`src/rtl/mem_port_arbiter.sv`:
```
// rtl/mem_port_arbiter.sv - fixed-priority arbiter merging NCH CPU channels onto one split-handshake memory port
// Optional kseg0/kseg1 to physical address folding on mem_addr: define ARB_KSEG_MAP_EN.
module mem_port_arbiter #(
  parameter int NCH = 2,
  parameter int AW  = 32,
  parameter int DW  = 32
) (
  input  logic                  clk,
  input  logic                  rst,
  input  logic [NCH-1:0]        ch_en,
  input  logic [NCH*DW/8-1:0]   ch_wen,
  input  logic [NCH*AW-1:0]     ch_addr,
  input  logic [NCH*DW-1:0]     ch_wdata,
  output logic [NCH*DW-1:0]     ch_rdata,
  output logic                  stall,
  output logic                  mem_req,
  output logic [DW/8-1:0]       mem_wen,
  output logic [AW-1:0]         mem_addr,
  output logic [DW-1:0]         mem_wdata,
  input  logic                  mem_addr_ok,
  input  logic                  mem_data_ok,
  input  logic [DW-1:0]         mem_rdata
);
  localparam int BW = DW / 8;
  localparam int CW = (NCH > 1) ? $clog2(NCH) : 1;

  typedef enum logic [1:0] {S_IDLE, S_REQ, S_RESP} state_t;

  state_t            state_q, state_d;
  logic [CW-1:0]     cur_q, cur_d;
  logic [NCH-1:0]    served_q, served_d;
  logic              mem_req_q, mem_req_d;
  logic [BW-1:0]     wen_q, wen_d;
  logic [AW-1:0]     addr_q, addr_d;
  logic [DW-1:0]     wdata_q, wdata_d;
  logic [NCH*DW-1:0] rdata_q, rdata_d;

  logic [NCH-1:0]    pending;
  logic [CW-1:0]     pick;
  logic              pick_vld;
  logic              done;

  assign pending = ch_en & ~served_q;
  // An outstanding access keeps the stall up even if its channel was flushed,
  // so served is never cleared underneath it and the group cannot re-issue.
  assign stall   = (|pending) | (state_q != S_IDLE);

  always_comb begin
    pick     = '0;
    pick_vld = 1'b0;
    for (int i = NCH - 1; i >= 0; i--) begin
      if (pending[i]) begin
        pick     = CW'(i);
        pick_vld = 1'b1;
      end
    end
  end

  assign done = ((state_q == S_RESP) && mem_data_ok) ||
                ((state_q == S_REQ) && mem_addr_ok && mem_data_ok);

  always_comb begin
    state_d  = state_q;
    cur_d    = cur_q;
    wen_d    = wen_q;
    addr_d   = addr_q;
    wdata_d  = wdata_q;
    served_d = served_q;
    rdata_d  = rdata_q;

    if (!stall) begin
      served_d = '0;
    end

    case (state_q)
      S_IDLE: begin
        if (pick_vld) begin
          cur_d   = pick;
          wen_d   = ch_wen[pick*BW +: BW];
          addr_d  = ch_addr[pick*AW +: AW];
          wdata_d = ch_wdata[pick*DW +: DW];
          state_d = S_REQ;
        end
      end
      S_REQ: begin
        if (mem_addr_ok) begin
          state_d = mem_data_ok ? S_IDLE : S_RESP;
        end
      end
      S_RESP: begin
        if (mem_data_ok) begin
          state_d = S_IDLE;
        end
      end
      default: state_d = S_IDLE;
    endcase

    if (done) begin
      served_d = served_q | (NCH'(1) << cur_q);
      rdata_d[cur_q*DW +: DW] = mem_rdata;
    end

    mem_req_d = (state_d == S_REQ);
  end

  always_ff @(posedge clk) begin
    if (rst) begin
      state_q   <= S_IDLE;
      cur_q     <= '0;
      served_q  <= '0;
      mem_req_q <= 1'b0;
      wen_q     <= '0;
      addr_q    <= '0;
      wdata_q   <= '0;
      rdata_q   <= '0;
    end else begin
      state_q   <= state_d;
      cur_q     <= cur_d;
      served_q  <= served_d;
      mem_req_q <= mem_req_d;
      wen_q     <= wen_d;
      addr_q    <= addr_d;
      wdata_q   <= wdata_d;
      rdata_q   <= rdata_d;
    end
  end

  assign mem_req   = mem_req_q;
  assign mem_wen   = wen_q;
  assign mem_wdata = wdata_q;
  assign ch_rdata  = rdata_q;

`ifdef ARB_KSEG_MAP_EN
  generate
    if (AW == 32) begin : g_kseg
      // 0x8000_0000..0xBFFF_FFFF (top bits 10) fold onto physical by clearing [31:29]
      assign mem_addr = (addr_q[AW-1 -: 2] == 2'b10) ? {3'b000, addr_q[AW-4:0]} : addr_q;
    end else begin : g_nokseg
      assign mem_addr = addr_q;
    end
  endgenerate
`else
  assign mem_addr = addr_q;
`endif

endmodule

```
`config.mk`:
```
export PLATFORM = sky130hd
export DESIGN_NAME = mem_port_arbiter
export DESIGN_NICKNAME = d
export VERILOG_FILES = /design/src/rtl/mem_port_arbiter.sv
export SDC_FILE = /design/constraint.sdc
export NUM_CORES = 1
export LEC_CHECK = 0
export ABC_AREA = 1
export ABC_CLOCK_PERIOD_IN_PS = 4160
export BUFFER_PORTS_ARGS = -buffer_cell sky130_fd_sc_hd__buf_2
export CAP_MARGIN = 10
export CORE_MARGIN = 5
export CORE_UTILIZATION = 35
export CTS_CLUSTER_SIZE = 14
export DETAILED_ROUTE_END_ITERATION = 10
export HOLD_SLACK_MARGIN = 0.08
export PLACE_DENSITY = 0.65
export SLEW_MARGIN = 20
export SYNTH_ARGS = -nofsm -noshare
export SYNTH_HDL_FRONTEND = slang
export SYNTH_SLANG_ARGS = --single-unit
export TNS_END_PERCENT = 100
```
`constraint.sdc`:
```
create_clock -name clk -period 4.16 [get_ports clk]
set_clock_uncertainty 0.2 [all_clocks]
set_input_delay 0.416 -clock clk [delete_from_list [all_inputs] [get_ports clk]]
set_output_delay 0.416 -clock clk [all_outputs]
set_load 0.01 [all_outputs]
```
# Yosys cells after proc, flatten, opt, wreduce, memory -nomap -nowiden
# Index checks and enable logic that the tools add are counted.
# totals
regBits	138
word_cells	42
in_bits	174
out_inout_bits	134
# op_classes
shifts	6
add_sub_neg	1
reduce_logical	8
n_mux	11
bitwise	4
n_eq_ne	4
# op_table
operator	count
$shiftx 64x7->32	2
$bwmux 64	1
$shift 32x34->64 const A	1
$shiftx 32x34->64	1
$neg 6->34	1
$mux 2	6
$shiftx 8x4->4	1
$pmux 2 s3	1
$eq 2x1->1 const B	2
$logic_and 1x1->1	3
$mux 1	3
$and 2x2->2	1
$eq 2x2->1 const B	1
$logic_not 2->1	1
$ne 2x1->1 const B	1
$not 2->2	1
$or 2x2->2	1
$reduce_and 2->1	1
$reduce_bool 2->1	1
$reduce_or 2->1	1
$shl 1x1->2 const A	1
$logic_or 1x1->1	1
$or 1x1->1	1

# Logic depth before layout (Yosys ltp)
# Gate-level depths: netlist of run 1.
# logic_depth
ltp_word	7
depth_mapped	10
mapped_depth_nobuf	8

# Least setup slack after synthesis of run 1
# OpenSTA, ideal clock, no wires.
# synth_timing
path_kind	input port to output port
startpoint	input ch_en[0]
endpoint	output stall
arrival_ns	0.991
required_time_ns	3.544
path_buffers	1
setup_slack_ns	2.553
stages	3
cell_sequence	nand2_2 > buf_1 > nand3_1
# synth_between
elab_chain_cells	3
# synth_rtl
element	line_no	source
start: declaration	10	input logic [NCH-1:0] ch_en,
$and 2x2->2	43	assign pending = ch_en & ~served_q;
$reduce_or 2->1	46	assign stall = (|pending) | (state_q != S_IDLE);
$or 1x1->1	46	
end: declaration	15	output logic stall,
# No other way between the ends.

# Worst setup path in the final report of run 1
# layout_timing
startpoint	input mem_addr_ok
endpoint	register rdata_q[11], in the netlist ch_rdata[11]
# layout_between
elab_chain_cells	3
# layout_rtl
element	line_no	source
start: declaration	20	input logic mem_addr_ok,
$logic_and 1x1->1 (2 in a row)	60	((state_q == S_REQ) && mem_addr_ok && mem_data_ok);
$logic_or 1x1->1	59	assign done = ((state_q == S_RESP) && mem_data_ok) ||
end signal: assignment	124	rdata_q <= rdata_d;
end: declaration	36	logic [NCH*DW-1:0] rdata_q, rdata_d;
# No other way between the ends.
# A chain may end at the register's enable or synchronous reset.

==> run_results.csv, run 1 <==
group,metric,value,unit
placement,place_ws,1.63,ns
setup_path,endpoint_kind,"flop",
timing,fmax,383,MHz
clock_tree,cts.clk_slew.worst_paths,0.06,ns
timing,setup_viol,0,
clock_tree,numCtsBuffers,17,
clock_tree,cts_setup_buffers,0,
placement,hpwl,15500,µm
timing,finalCritPeriodShare,0.627,
logic_synthesis,synth_area,7100,µm²
status,status,"completed",
route,vias,7330,
placement,post-place-cells,1652,
route,drt_first_pass_iters,4,
setup_path,reg2reg_from,"state_q[0]",
final_layout,fin_nets,1576,
die,io_pins,308,
setup_path,reg2reg_depth,5,
die,die_w,152,µm
setup_path,regToRegEndpoint,"ch_rdata[11]",
setup_path,reg2reg_slack,1.84,ns
hold_path,hold_class,"primary input to flop",
timing,setup_slack,1.55,ns
clock_tree,cts-root-buf,"clkbuf_16",
setup_path,startpoint,"mem_addr_ok",
placement,portBuffers,307,
global_routing,grt_pass1_wl,35100,µm
setup_path,critPathRequiredTime,4.30,ns
global_routing,antenna_found_initial,3,
power,p_leak,5.47,nW
setup_path,worstPathArrival,2.75,ns
route,wire_per_inst,12.9,µm
logic_synthesis,ys_seq_area_frac,0.389,
route,drcViolationCount,0,
logic_synthesis,synth.avg_cell_area,6.22,µm²
clock_tree,clk_latency,0.41,ns
timing,fin_crit,2.61,ns
power,p_per_area,431,nW/µm²
setup_path,cp-endpoint,"ch_rdata[11]",
setup_path,cp-start-kind,"primary input",
route,finalWirelength,21600,µm
die,core-area,20100,µm²
die,die_area,23200,µm²
final_layout,stdcell_count,1683,
clock_tree,htreeDepth,4,
route,postRouteAntennaNets,0,
timing,setup_tns,0,ns
timing,tightest_slew,0.942,ns
final_layout,final_common_cell,"buf_2",
flow_run,cap_violations,0,
logic_synthesis,syn_inst,1142,
clock_tree,clockBufferDepth,2,
die,start_util,0.353,
final_layout,diodes,0,
global_routing,groute.usage.overall,0.182,
timing,relSlewSlack,0.370,
power,vdd_drop_max,0.234,mV
final_layout,final_layout_size_suffix_gt1_frac,0.264,
global_routing,gr-total-overflow,0,
die,dieHeight,152,µm
route,avgViaCountPerCell,4.36,
power,p_total,4.02,mW
logic_synthesis,ys_types,19,
die,rows,52,
logic_synthesis,ys_ff_latch,138,
timing,hold_violations,0,
clock_tree,clkSinkCount,138,
hold_path,hold_path_startpoint,"ch_addr[29]",
logic_synthesis,ys_warn_count,0,
hold_path,whs_path_depth,5,
logic_synthesis,syn_nets,1316,
setup_path,crit_fanout,33,
final_layout,final_cell_mix,"307 x buf_2, 289 x inv_1, 270 x nand2_1, 139 x nand3_1, 138 x dfxtp_1",
global_routing,grt_max_degree,73,
route,drtIter0Drc,369,
timing,finalMaxSlewViolations,0,
timing,rsz0062_at_grt,"false",
placement,gp_congestion,0.781,
setup_path,criticalPathCategory,"primary input to flop",
clock_tree,cts_tree,"built",
global_routing,grt_pass1_vias,6869,
final_layout,area_growth,31.2,%
==> state kept, by name, summed over array words and instances, names as in the netlist <==
register,flops
cur_q,1
ch_rdata,64
mem_wen,4
state_q,2
mem_addr,32
served_q,2
mem_req,1
mem_wdata,32
==> layout make-up <==
type | instances | area (µm²)
flip-flops and latches | 138 | 2760
inverters | 306 | 1150
clock inverters | 12 | 199
fillers | 2129 | 10800
well taps | 270 | 338
repair buffers | 318 | 1620
multi-input cells | 621 | 2810
clock buffers | 18 | 439
==> layer usage <==
metal	track usage	share of wire
met1	0.228	0.44
met2	0.303	0.47
met3	0.0636	0.079
met4	0.0382	0.011
met5	0	0.0022
==> cells by family after synthesis <==
| logic type | after synthesis | share of synthesized area |
|---|---|---|
| compound gates | 75 | 0.0538 |
| flops | 138 | 0.389 |
| buf+inv | 383 | 0.217 |
| simple gates | 546 | 0.340 |
==> report_power, final <==
| group | switching [mW] | internal, mW | total (mW) |
|---|---|---|---|
| Clock | 0.575 | 1.07 | 1.65 |
| Combinational | 0.540 | 0.315 | 0.854 |
| Sequential | 0.0635 | 1.45 | 1.51 |
| Total | 1.18 | 2.84 | 4.02 |
==> timing repair <==
action / 4_1_cts / 5_1_grt
endpoints found under the hold margin: 1 / 0
hold buffers: 1 / 0
gates resized for setup: 0 / 0
==> how the worst min path moves through the flow <==
stage	to	slack (ns)
global placement	served_q[0]	0.25
CTS	mem_addr[12]	0.08
finish	mem_addr[29]	0.10
floorplan	served_q[0]	0.24
detailed placement	served_q[0]	0.25
global route	mem_addr[6]	0.11
==> stage by stage <==
step | cell area [µm²] | hold slack (ns) | utilization
finish | 9320 | 0.102 | 0.463
global route | 9320 | 0.110 | 0.463
CTS | 9310 | 0.0812 | 0.463
detailed placement | 8670 | 0.253 | 0.431
global placement | 8670 | 0.253 | 0.431
floorplan | 7100 | 0.238 | -
==> synth_stat cells (all sizes together) <==
library cell	number	area share
dfxtp	138	0.39
clkbuf	24	0.013
nand4	64	0.056
nand3	141	0.10
inv	306	0.16
o211ai	1	0.0011
a21oi	74	0.053
nor2	67	0.037
buf	53	0.043
nand2	274	0.15
==> worst max-delay path: stages <==
cell           delay (ns)
dlygate4sd3_1        0.52
buf_2                0.10
inv_1                0.06
a21oi_4              0.49
nand3_2              0.74
nand2_1              0.26
inv_2                0.04
nor2_1               0.10
No activity file was read; power rests on OpenSTA's default activity.
==> run 2, diff against run 1 <==
ABC_AREA = 0   (was 1)
ABC_CLOCK_PERIOD_IN_PS = 2300   (was 4160)
PLACE_DENSITY = 0.71   (was 0.65)
clock period = 2.3 ns   (was 4.16 ns; I/O delays follow)
==> run_results.csv, run 2 <==
group,metric,value,unit
clock_tree,clockBufferDepth,2,
route,vias,6449,
hold_path,hold_path_startpoint,"ch_en[1]",
logic_synthesis,synth-edff-count,0,
placement,post-place-cells,1099,
clock_tree,numCtsBuffers,17,
flow_run,cap_violations,0,
timing,rsz0062_at_grt,"false",
setup_path,critPathRequiredTime,2.40,ns
logic_synthesis,synth_area,5480,µm²
final_layout,largest_reg_flops,64,
timing,setup_viol,0,
power,vdd_drop_max,0.537,mV
power,p_leak,4.53,nW
die,die_w,135,µm
final_layout,final_layout_size_suffix_gt1_frac,0.347,
global_routing,groute.usage.overall,0.229,
route,drt_first_pass_iters,5,
global_routing,grt_pass1_wl,33400,µm
setup_path,cp-start-kind,"flop",
final_layout,final_common_cell,"buf_2",
hold_path,whs_path_depth,4,
setup_path,reg2reg_from,"state_q[1]",
die,die_area,18300,µm²
placement,hpwl,12900,µm
logic_synthesis,ys_types,25,
hold_path,hold_class,"primary input to flop",
die,rows,45,
global_routing,gr-total-overflow,0,
placement,place_ws,0.373,ns
global_routing,grt_pass1_vias,6831,
clock_tree,htreeDepth,4,
power,p_per_area,700,nW/µm²
logic_synthesis,synth.avg_cell_area,8.96,µm²
setup_path,reg2reg_slack,0.1,ns
final_layout,final_cell_mix,"306 x buf_2, 173 x dlygate4sd3_1, 138 x dfxtp_1, 133 x nor2_1, 70 x nand2_1",
logic_synthesis,async_flop_share,0,
clock_tree,clk_latency,0.41,ns
die,dieHeight,135,µm
timing,finalMaxSlewViolations,0,
logic_synthesis,yosysMostFrequentCell,"dfxtp_1",
die,start_util,0.359,
timing,fmax,454,MHz
route,postRouteAntennaNets,0,
route,drcViolationCount,0,
timing,setup_tns,0,ns
setup_path,criticalPathCategory,"flop to flop",
final_layout,fin_area,9720,µm²
logic_synthesis,syn_inst,612,
setup_path,reg2reg_depth,6,
setup_path,endpoint_kind,"flop",
timing,finalCritPeriodShare,0.958,
logic_synthesis,synth_top_area_cell,"dfxtp_1",
die,core-area,15300,µm²
route,drtIter0Drc,377,
logic_synthesis,ys_seq_area_frac,0.504,
placement,portBuffers,307,
global_routing,antenna_found_initial,1,
logic_synthesis,ys_ff_latch,138,
timing,tightest_slew,0.412,ns
logic_synthesis,ys_warn_count,0,
status,status,"completed",
logic_synthesis,syn_nets,786,
logic_synthesis,netlist_top_cells_count,"138 x dfxtp_1, 133 x nor2_1, 71 x nand2_1",
clock_tree,cts_tree,"built",
clock_tree,cts-root-buf,"clkbuf_16",
placement,gp_congestion,0.883,
setup_path,crit_fanout,17,
route,wire_per_inst,16.9,µm
die,io_pins,308,
placement,dpl_cell_area,7290,µm²
setup_path,regToRegEndpoint,"ch_rdata[46]",
timing,relSlewSlack,0.725,
timing,fin_crit,2.20,ns
final_layout,stdcell_count,1315,
setup_path,worstPathArrival,2.30,ns
global_routing,grt_max_degree,61,
logic_synthesis,ys_top_cells_by_area,"dfxtp_1 50%, mux2i_1 12%, nor2_1 9.1%",
logic_synthesis,synth-main-ff-cell,"dfxtp_1",
clock_tree,clkSinkCount,138,
route,finalWirelength,22300,µm
final_layout,fin_nets,1264,
hold_path,whs_endpoint,"served_q[1]",
timing,hold_violations,0,
route,avgViaCountPerCell,4.90,
logic_synthesis,synth_top_cell_area_share,0.504,
timing,setup_slack,0.0962,ns
power,p_total,6.80,mW
final_layout,area_growth,77.2,%
clock_tree,cts.clk_slew.worst_paths,0.07,ns
run 2: changes by cell type after synthesis, moves of 16 or more:
cell	before	now
a211oi_1	0	60
buf_2	34	11
inv_1	290	0
inv_2	16	0
mux2i_1	0	64
nand2_1	272	71
nand3_1	139	1
nand4_1	64	0
nor2_1	65	133
run 2: per-layer routing:
layer / wire [µm] / part of all wire / GRT usage / vias up
met5: 0 / 0 / 0 / -
met4: 1030 / 0.046 / 0.129 / 0
met3: 1600 / 0.072 / 0.0676 / 88
met2: 11100 / 0.50 / 0.402 / 323
met1: 8530 / 0.38 / 0.246 / 2977
li1: - / - / - / 3061
run 2: final cells by class:
| class | instances | area [µm²] |
|---|---|---|
| tap | 211 | 264 |
| clock buffer | 17 | 425 |
| timing repair buffer | 508 | 3620 |
| sequential | 138 | 2760 |
| fill | 1177 | 5540 |
| clock inverter | 15 | 155 |
| multi-input combinational | 425 | 2490 |
| antenna | 1 | 2.50 |
run 2: repair_timing:
item                                   CTS  global route
resized for setup                        0             1
buffers inserted                         0             8
hold buffers                           173             0
endpoints found under the hold margin  136             0
setup endpoints to repair                0             4
run 2: per-stage QoR:
| step | utilization | hold WS, ns |
|---|---|---|
| CTS | 0.629 | 0.194 |
| global route | 0.637 | 0.260 |
| global placement | 0.478 | 0.239 |
| detailed placement | 0.478 | 0.237 |
| floorplan | - | 0.108 |
| finish | 0.637 | 0.242 |
run 2: worst max-delay path by stage:
stage,start,to,slack (ns),depth (start not counted)
floorplan,state_q[1],ch_rdata[10],0.66,5
global placement,served_q[1],mem_addr[14],0.44,5
detailed placement,served_q[1],mem_addr[11],0.37,5
CTS,state_q[1],ch_rdata[46],0.04,6
global route,served_q[1],mem_addr[21],0.002,6
finish,state_q[1],ch_rdata[46],0.1,6
run 2: worst max-delay path: stages, from the launching register on:
cell and delay (ns):
dfxtp_1 0.34, nand3b_1 0.29, a21oi_4 0.22, buf_12 0.21, mux2i_1 0.20, nor2_1 0.06
dlygate4sd3_1 0.57
run 2: logic make-up (layout without fill, tap and decap cells):
logic type	after synthesis	after routing	synth area share
AO/OA/AOI/OAI	146	146	0.180
multiplexers	64	64	0.117
AND/OR/NAND/NOR	215	215	0.153
other	0	1	0
buffers and inverters	49	540	0.0470
flip-flops	138	138	0.504
run 2: power by group:
group | total (mW) | internal (mW) | switching (mW)
combinational | 1.43 | 0.706 | 0.729
clock | 2.71 | 1.53 | 1.17
sequential | 2.66 | 2.57 | 0.0892
